## config.mk

```make
export PLATFORM = sky130hd
export DESIGN_NAME = seq_sub
export DESIGN_NICKNAME = d
export VERILOG_FILES = /design/src/rtl/seq_sub.sv
export SDC_FILE = /design/constraint.sdc
export NUM_CORES = 1
export LEC_CHECK = 0
export CORE_AREA = 2 2 105 107
export DETAILED_ROUTE_END_ITERATION = 10
export DIE_AREA = 0 0 107 109
export HOLD_SLACK_MARGIN = 0.1
export PLACE_DENSITY_LB_ADDON = 0.2
export SYNTH_ARGS = -nofsm -noshare
export SYNTH_HDL_FRONTEND = slang
export SYNTH_SLANG_ARGS = --single-unit
```

## constraint.sdc

```tcl
create_clock -name Clk -period 2.5 [get_ports Clk]
set_clock_uncertainty 0.2 [all_clocks]
set_input_delay 0.5 -clock Clk [delete_from_list [all_inputs] [get_ports Clk]]
set_output_delay 0.5 -clock Clk [all_outputs]
set_load 0.01 [all_outputs]
```

## src/rtl/seq_sub.sv

```systemverilog
// seq_sub: chunk-serial unsigned subtractor, diff = a - b.
// Each RUN cycle handles one CHUNK-wide slice, least significant first,
// and hands the borrow on to the next slice. Operands and result are
// exchanged through valid/ready handshakes.
module seq_sub #(
    parameter int DATAWIDTH = 16,
    parameter int CHUNK     = 4
) (
    input  logic                 Clk,
    input  logic                 Rst_n,
    input  logic                 in_valid,
    output logic                 in_ready,
    input  logic [DATAWIDTH-1:0] a,
    input  logic [DATAWIDTH-1:0] b,
    output logic                 out_valid,
    input  logic                 out_ready,
    output logic [DATAWIDTH-1:0] diff,
    output logic                 borrow
);

    localparam int NCHUNK = DATAWIDTH / CHUNK;
    localparam int IDXW   = (NCHUNK > 1) ? $clog2(NCHUNK) : 1;
    localparam logic [IDXW-1:0] LAST_IDX = IDXW'(NCHUNK - 1);

    typedef enum logic [1:0] {
        IDLE = 2'd0,
        RUN  = 2'd1,
        DONE = 2'd2
    } state_e;

    state_e                 state_q, state_d;
    logic [IDXW-1:0]        idx_q, idx_d;
    logic [DATAWIDTH-1:0]   a_q, a_d;
    logic [DATAWIDTH-1:0]   b_q, b_d;
    logic [DATAWIDTH-1:0]   work_q, work_d;
    logic                   bi_q, bi_d;
    logic [DATAWIDTH-1:0]   diff_q, diff_d;
    logic                   borrow_q, borrow_d;
    logic [CHUNK:0]         chunk_sub;

    // State register.
    always_ff @(posedge Clk or negedge Rst_n) begin
        if (!Rst_n) begin
            state_q <= IDLE;
        end else begin
            state_q <= state_d;
        end
    end

    // Next-state logic: accept in IDLE, step through chunks, wait for the consumer.
    always_comb begin
        state_d = state_q;
        case (state_q)
            IDLE: if (in_valid)          state_d = RUN;
            RUN:  if (idx_q == LAST_IDX) state_d = DONE;
            DONE: if (out_ready)         state_d = IDLE;
            default:                     state_d = IDLE;
        endcase
    end

    // Handshake outputs decoded from the registered state only.
    always_comb begin
        in_ready  = (state_q == IDLE);
        out_valid = (state_q == DONE);
    end

    // One slice of the subtraction; the top bit of the result is the slice borrow.
    always_comb begin
        chunk_sub = {1'b0, a_q[CHUNK-1:0]} - {1'b0, b_q[CHUNK-1:0]} - {{CHUNK{1'b0}}, bi_q};
    end

    // Datapath next values: operands shift down a slice per cycle and each new
    // result slice enters at the top of the working register, so after NCHUNK
    // steps slice 0 sits in the least significant position.
    always_comb begin
        idx_d    = idx_q;
        a_d      = a_q;
        b_d      = b_q;
        work_d   = work_q;
        bi_d     = bi_q;
        diff_d   = diff_q;
        borrow_d = borrow_q;
        case (state_q)
            IDLE: begin
                if (in_valid) begin
                    a_d    = a;
                    b_d    = b;
                    idx_d  = '0;
                    bi_d   = 1'b0;
                    work_d = '0;
                end
            end
            RUN: begin
                a_d    = a_q >> CHUNK;
                b_d    = b_q >> CHUNK;
                work_d = DATAWIDTH'({chunk_sub[CHUNK-1:0], work_q} >> CHUNK);
                bi_d   = chunk_sub[CHUNK];
                idx_d  = idx_q + IDXW'(1);
                if (idx_q == LAST_IDX) begin
                    diff_d   = work_d;
                    borrow_d = chunk_sub[CHUNK];
                end
            end
            default: begin
            end
        endcase
    end

    // Datapath registers; the published result only moves on the final RUN step.
    always_ff @(posedge Clk or negedge Rst_n) begin
        if (!Rst_n) begin
            idx_q    <= '0;
            a_q      <= '0;
            b_q      <= '0;
            work_q   <= '0;
            bi_q     <= 1'b0;
            diff_q   <= '0;
            borrow_q <= 1'b0;
        end else begin
            idx_q    <= idx_d;
            a_q      <= a_d;
            b_q      <= b_d;
            work_q   <= work_d;
            bi_q     <= bi_d;
            diff_q   <= diff_d;
            borrow_q <= borrow_d;
        end
    end

    // Result ports.
    always_comb begin
        diff   = diff_q;
        borrow = borrow_q;
    end

endmodule

```

==> impl_results.html <==
<table>
<tr><th>Metric</th><th>Value</th></tr>
<tr><th colspan="2">Finish</th></tr>
<tr><td># fillers</td><td>1076</td></tr>
<tr><td>FF+latch area</td><td>1650 um^2</td></tr>
<tr><td>Multi-input gate area in the final layout</td><td>about 1300 um^2</td></tr>
<tr><td>Antenna diode count</td><td>0</td></tr>
<tr><td>Final core area utilization</td><td>37.3%</td></tr>
<tr><td>Final std cells w/o fill</td><td>480</td></tr>
<tr><td>Net total in the final layout</td><td>around 380</td></tr>
<tr><td>Ratio of cells with drive above 1 in the final layout</td><td>between 10% and 20%</td></tr>
<tr><td>Post-synthesis to final-layout area growth</td><td>27.5%</td></tr>
<tr><th colspan="2">Critical path</th></tr>
<tr><td>Class of the most critical setup path</td><td>flip-flop to output pin</td></tr>
<tr><td>Critical Path RT</td><td>1800 ps</td></tr>
<tr><td>Delay of the slowest cell on the worst path</td><td>590 ps</td></tr>
<tr><td>Max FO, Critical Path</td><td>4</td></tr>
<tr><td>Family of cells with the greatest summed delay on the critical path</td><td>buffers and inverters</td></tr>
<tr><td>Library cell contributing the largest single delay on the critical path</td><td>clkdlybuf4s50_1</td></tr>
<tr><td>Total buffers and inverters traversed by the critical path</td><td>1</td></tr>
<tr><td>Crit-path cells</td><td>nor2_1 &gt; clkdlybuf4s50_1</td></tr>
<tr><td>Startpoint class of the critical path</td><td>flip-flop</td></tr>
<tr><td>Kind of capture point of the worst setup path</td><td>output pin</td></tr>
<tr><td>Arrival time at the worst endpoint</td><td>1580 ps</td></tr>
<tr><th colspan="2">STA</th></tr>
<tr><td>Final period util</td><td>91.1%</td></tr>
<tr><td>Highest clock rate</td><td>439 MHz</td></tr>
<tr><td>Setup_tns</td><td>0 ps</td></tr>
<tr><td>Hold violation count in the final report</td><td>0</td></tr>
<tr><td>Transition at the pin with the smallest max-transition slack</td><td>571 ps</td></tr>
<tr><td>RSZ-0062 raised after global routing</td><td>no</td></tr>
<tr><td>Slew Viols, Final</td><td>0</td></tr>
<tr><td>Crit path time final</td><td>2280 ps</td></tr>
<tr><td>Count of endpoints failing setup in the final report</td><td>0</td></tr>
<tr><td>Tightest slew margin relative to the limit</td><td>61.8%</td></tr>
<tr><th colspan="2">Die</th></tr>
<tr><td>Initial standard-cell utilization of the core</td><td>29.3%</td></tr>
<tr><td>Count of pins on the block boundary</td><td>55</td></tr>
<tr><td>Die height</td><td>109 um</td></tr>
<tr><td>Row count</td><td>38</td></tr>
<tr><td>Placeable Area</td><td>10600 um^2</td></tr>
<tr><td>Die X</td><td>roughly 110 um</td></tr>
<tr><td>Floorplan die area</td><td>roughly 12000 um^2</td></tr>
<tr><th colspan="2">Yosys</th></tr>
<tr><td>Yosys warns</td><td>0</td></tr>
<tr><td>Synth top area share</td><td>between 50 and 60%</td></tr>
<tr><td>Commonest cells in the netlist</td><td>66 x dfrtp_1, 40 x o21ai_1, 30 x a21oi_1, 27 x nor2b_1, 22 x a22oi_1</td></tr>
<tr><td>Proportion of synthesized flip-flops having asynchronous set or reset</td><td>100%</td></tr>
<tr><td>Syn nets</td><td>327</td></tr>
<tr><td>Synth unique cells</td><td>29</td></tr>
<tr><td>Post-synth EDFFs</td><td>0</td></tr>
<tr><td>Netlist area before placement</td><td>3110 um^2</td></tr>
<tr><td>Post-Synthesis Cells</td><td>284</td></tr>
<tr><td>Synth area leader</td><td>dfrtp_1</td></tr>
<tr><td>Average instance area after synthesis</td><td>10.9 um^2</td></tr>
<tr><td>Synth top area cells</td><td>dfrtp_1 53%, o21ai_1 6.4%, mux2_4 6.3%</td></tr>
<tr><td>Sequential-to-total area share from yosys stat</td><td>a little over half</td></tr>
<tr><td>Number of register bits inferred by synthesis</td><td>66</td></tr>
<tr><td>Top-count cell post-synth</td><td>dfrtp_1</td></tr>
<tr><td>Most used flip-flop cell after synthesis</td><td>dfrtp_1</td></tr>
<tr><th colspan="2">Placement</th></tr>
<tr><td>HPWL reported at the end of detailed placement</td><td>about 4300 um</td></tr>
<tr><td>Port Buffers</td><td>54</td></tr>
<tr><td>Placed instance count</td><td>463</td></tr>
<tr><td>GPL Wtd Cong</td><td>~0.70</td></tr>
<tr><th colspan="2">Route</th></tr>
<tr><td>1st-pass router iterations</td><td>4</td></tr>
<tr><td>Final routed wire length divided by cell count</td><td>14.5 um</td></tr>
<tr><td>DRC marker count from the first detailed-route iteration</td><td>about 90</td></tr>
<tr><td>Ratio of routed vias to standard cells</td><td>4.73</td></tr>
<tr><td>Wire length after detailed routing</td><td>~7000 um</td></tr>
<tr><td>Residual DRC</td><td>0</td></tr>
<tr><td>Total number of vias</td><td>~2.3k</td></tr>
<tr><td>Number of antenna-violating nets in the routed design</td><td>0</td></tr>
<tr><th colspan="2">GRT</th></tr>
<tr><td>Global-route wire length before repair</td><td>11900 um</td></tr>
<tr><td>Maximum number of pins on one net before global-route repair</td><td>46</td></tr>
<tr><td>Antenna violations before repair</td><td>0</td></tr>
<tr><td>Via count of the first global-routing pass</td><td>2267</td></tr>
<tr><td>Combined global-route utilization of all metal layers</td><td>13.0%</td></tr>
<tr><td>Total overflow reported by the global router</td><td>0</td></tr>
<tr><th colspan="2">Power and ir drop</th></tr>
<tr><td>Worst supply voltage drop on vdd</td><td>0.434 mV</td></tr>
<tr><td>Total power divided by cell area</td><td>approximately 1200 nW/um^2</td></tr>
<tr><td>Leakage power</td><td>1.71 nW</td></tr>
<tr><td>Final total power</td><td>approximately 0.0048 W</td></tr>
<tr><th colspan="2">Clock tree</th></tr>
<tr><td>Clock Sink Count</td><td>between 60 and 70</td></tr>
<tr><td>Master cell of the clock root buffer</td><td>clkbuf_8</td></tr>
<tr><td>Clock tree from TritonCTS</td><td>done</td></tr>
<tr><td>Worst-Skew Late Latency</td><td>330 ps</td></tr>
<tr><td>Number of buffers on the longest clock path</td><td>2</td></tr>
<tr><td>TritonCTS buffer count</td><td>9</td></tr>
<tr><td>H-tree lvl count</td><td>3</td></tr>
<tr><td>Clock transition at the registers of the reported paths</td><td>roughly 70 ps</td></tr>
<tr><td>PostCTS Resize Cnt</td><td>0</td></tr>
<tr><th colspan="2">Run</th></tr>
<tr><td>Max cap viols</td><td>0</td></tr>
<tr><th colspan="2">Min path</th></tr>
<tr><td>Min-delay worst type</td><td>flip-flop to flip-flop</td></tr>
<tr><th colspan="2">Status</th></tr>
<tr><td>Outcome</td><td>finished clean</td></tr>
</table>
## worst paths after layout
kind	from	endpoint	slack, ps	cells after the start
hold reg to reg	diff[0]	diff[0]	290	1
setup reg to reg	a_q[0]	borrow	300	6
max in group asynchronous	Rst_n	b_q[7]	1010	3
setup / recovery	state_q[1]	in_ready	220	2
min in group asynchronous	Rst_n	diff[7]	460	2
hold / removal	diff[0]	diff[0]	290	1
## flip-flops by register name, summed over array words and instances, names as in the netlist
register / count
bi_q: 1
a_q: 16
state_q: 2
diff: 16
work_q: 12
borrow: 1
b_q: 16
idx_q: 2
## power by group
group,total (W),internal (W),switching [W],leakage [nW]
registers,0.00183,0.00152,0.000310,0.856
clock network,0.000788,0.000358,0.000430,0.0927
logic,0.00215,0.00110,0.00104,0.764
total,0.00477,0.00298,0.00178,1.71
## stage by stage
stage | instance area, um^2 | hold WS (ps) | setup slack, ps
after floorplan | 3110 | 4.41 | 420
final | 3960 | 293 | 223
after detailed placement | 3780 | 286 | 297
after CTS | 3960 | 303 | 169
after global placement | 3780 | 275 | 344
after global routing | 3960 | 321 | 112
## routing by layer
layer  part of all wire [%]  wire length, um  track usage, %  vias to the layer above
met3                    4.2              296            3.23                        4
met1                     50             3480            18.2                     1108
met4                   0.56               39            2.97                        0
met2                     45             3160            20.3                       52
met5                      0                0               0                        -
li1                       -                -               -                     1105
## what timing repair did
item,in CTS,in global routing
endpoints found under the setup margin,0,0
hold buffers,1,0
buffers inserted,0,0
hold endpoints to repair,21,0
## placed cells by master (no fill, tap or decap), drive strengths merged, types with 9 or more instances in the layout
| master | synthesis | layout |
|---|---|---|
| mux2 | 14 | 14 |
| clkdlybuf4s50 | 0 | 53 |
| dfrtp | 66 | 66 |
| nor2b | 28 | 28 |
| nand2 | 19 | 19 |
| a22oi | 22 | 22 |
| a21oi | 30 | 30 |
| a22o | 11 | 11 |
| inv | 9 | 9 |
| clkbuf | 9 | 9 |
| o21ai | 40 | 40 |
## worst reg2reg max path, delay by kind of cell (launching register included)
family                   cells  cell delay (ps)
adder cells (fa/ha/maj)      2              900
flip-flops                   1              410
AO/OA/AOI/OAI                2              250
AND/OR/NAND/NOR              1              160
XOR/XNOR                     1              160
## kinds of logic (layout without fill, tap and decap cells)
| family | Yosys count | count (layout) | share of synthesized area [%] |
|---|---|---|---|
| buffers and inverters | 30 | 86 | 4.55 |
| adders and majority gates | 7 | 7 | 3.30 |
| and+or+nand+nor | 56 | 56 | 9.99 |
| AOI/OAI and AO/OA | 107 | 107 | 21.2 |
| muxes | 15 | 15 | 6.97 |
| DFF | 66 | 66 | 53.2 |
| xor gates and xnor gates | 3 | 3 | 0.846 |
## cell type report
| class | instances | area share (%) |
|---|---|---|
| Inverter | 9 | 0.853 |
| Clock buffer | 9 | 3.13 |
| Sequential cell | 66 | 41.7 |
| Tap cell | 140 | 4.42 |
| Multi-Input combinational cell | 188 | 33.2 |
| Clock inverter | 7 | 1.17 |
| Timing Repair Buffer | 61 | 15.5 |
Note: power is estimated with default switching activity, not from simulation.
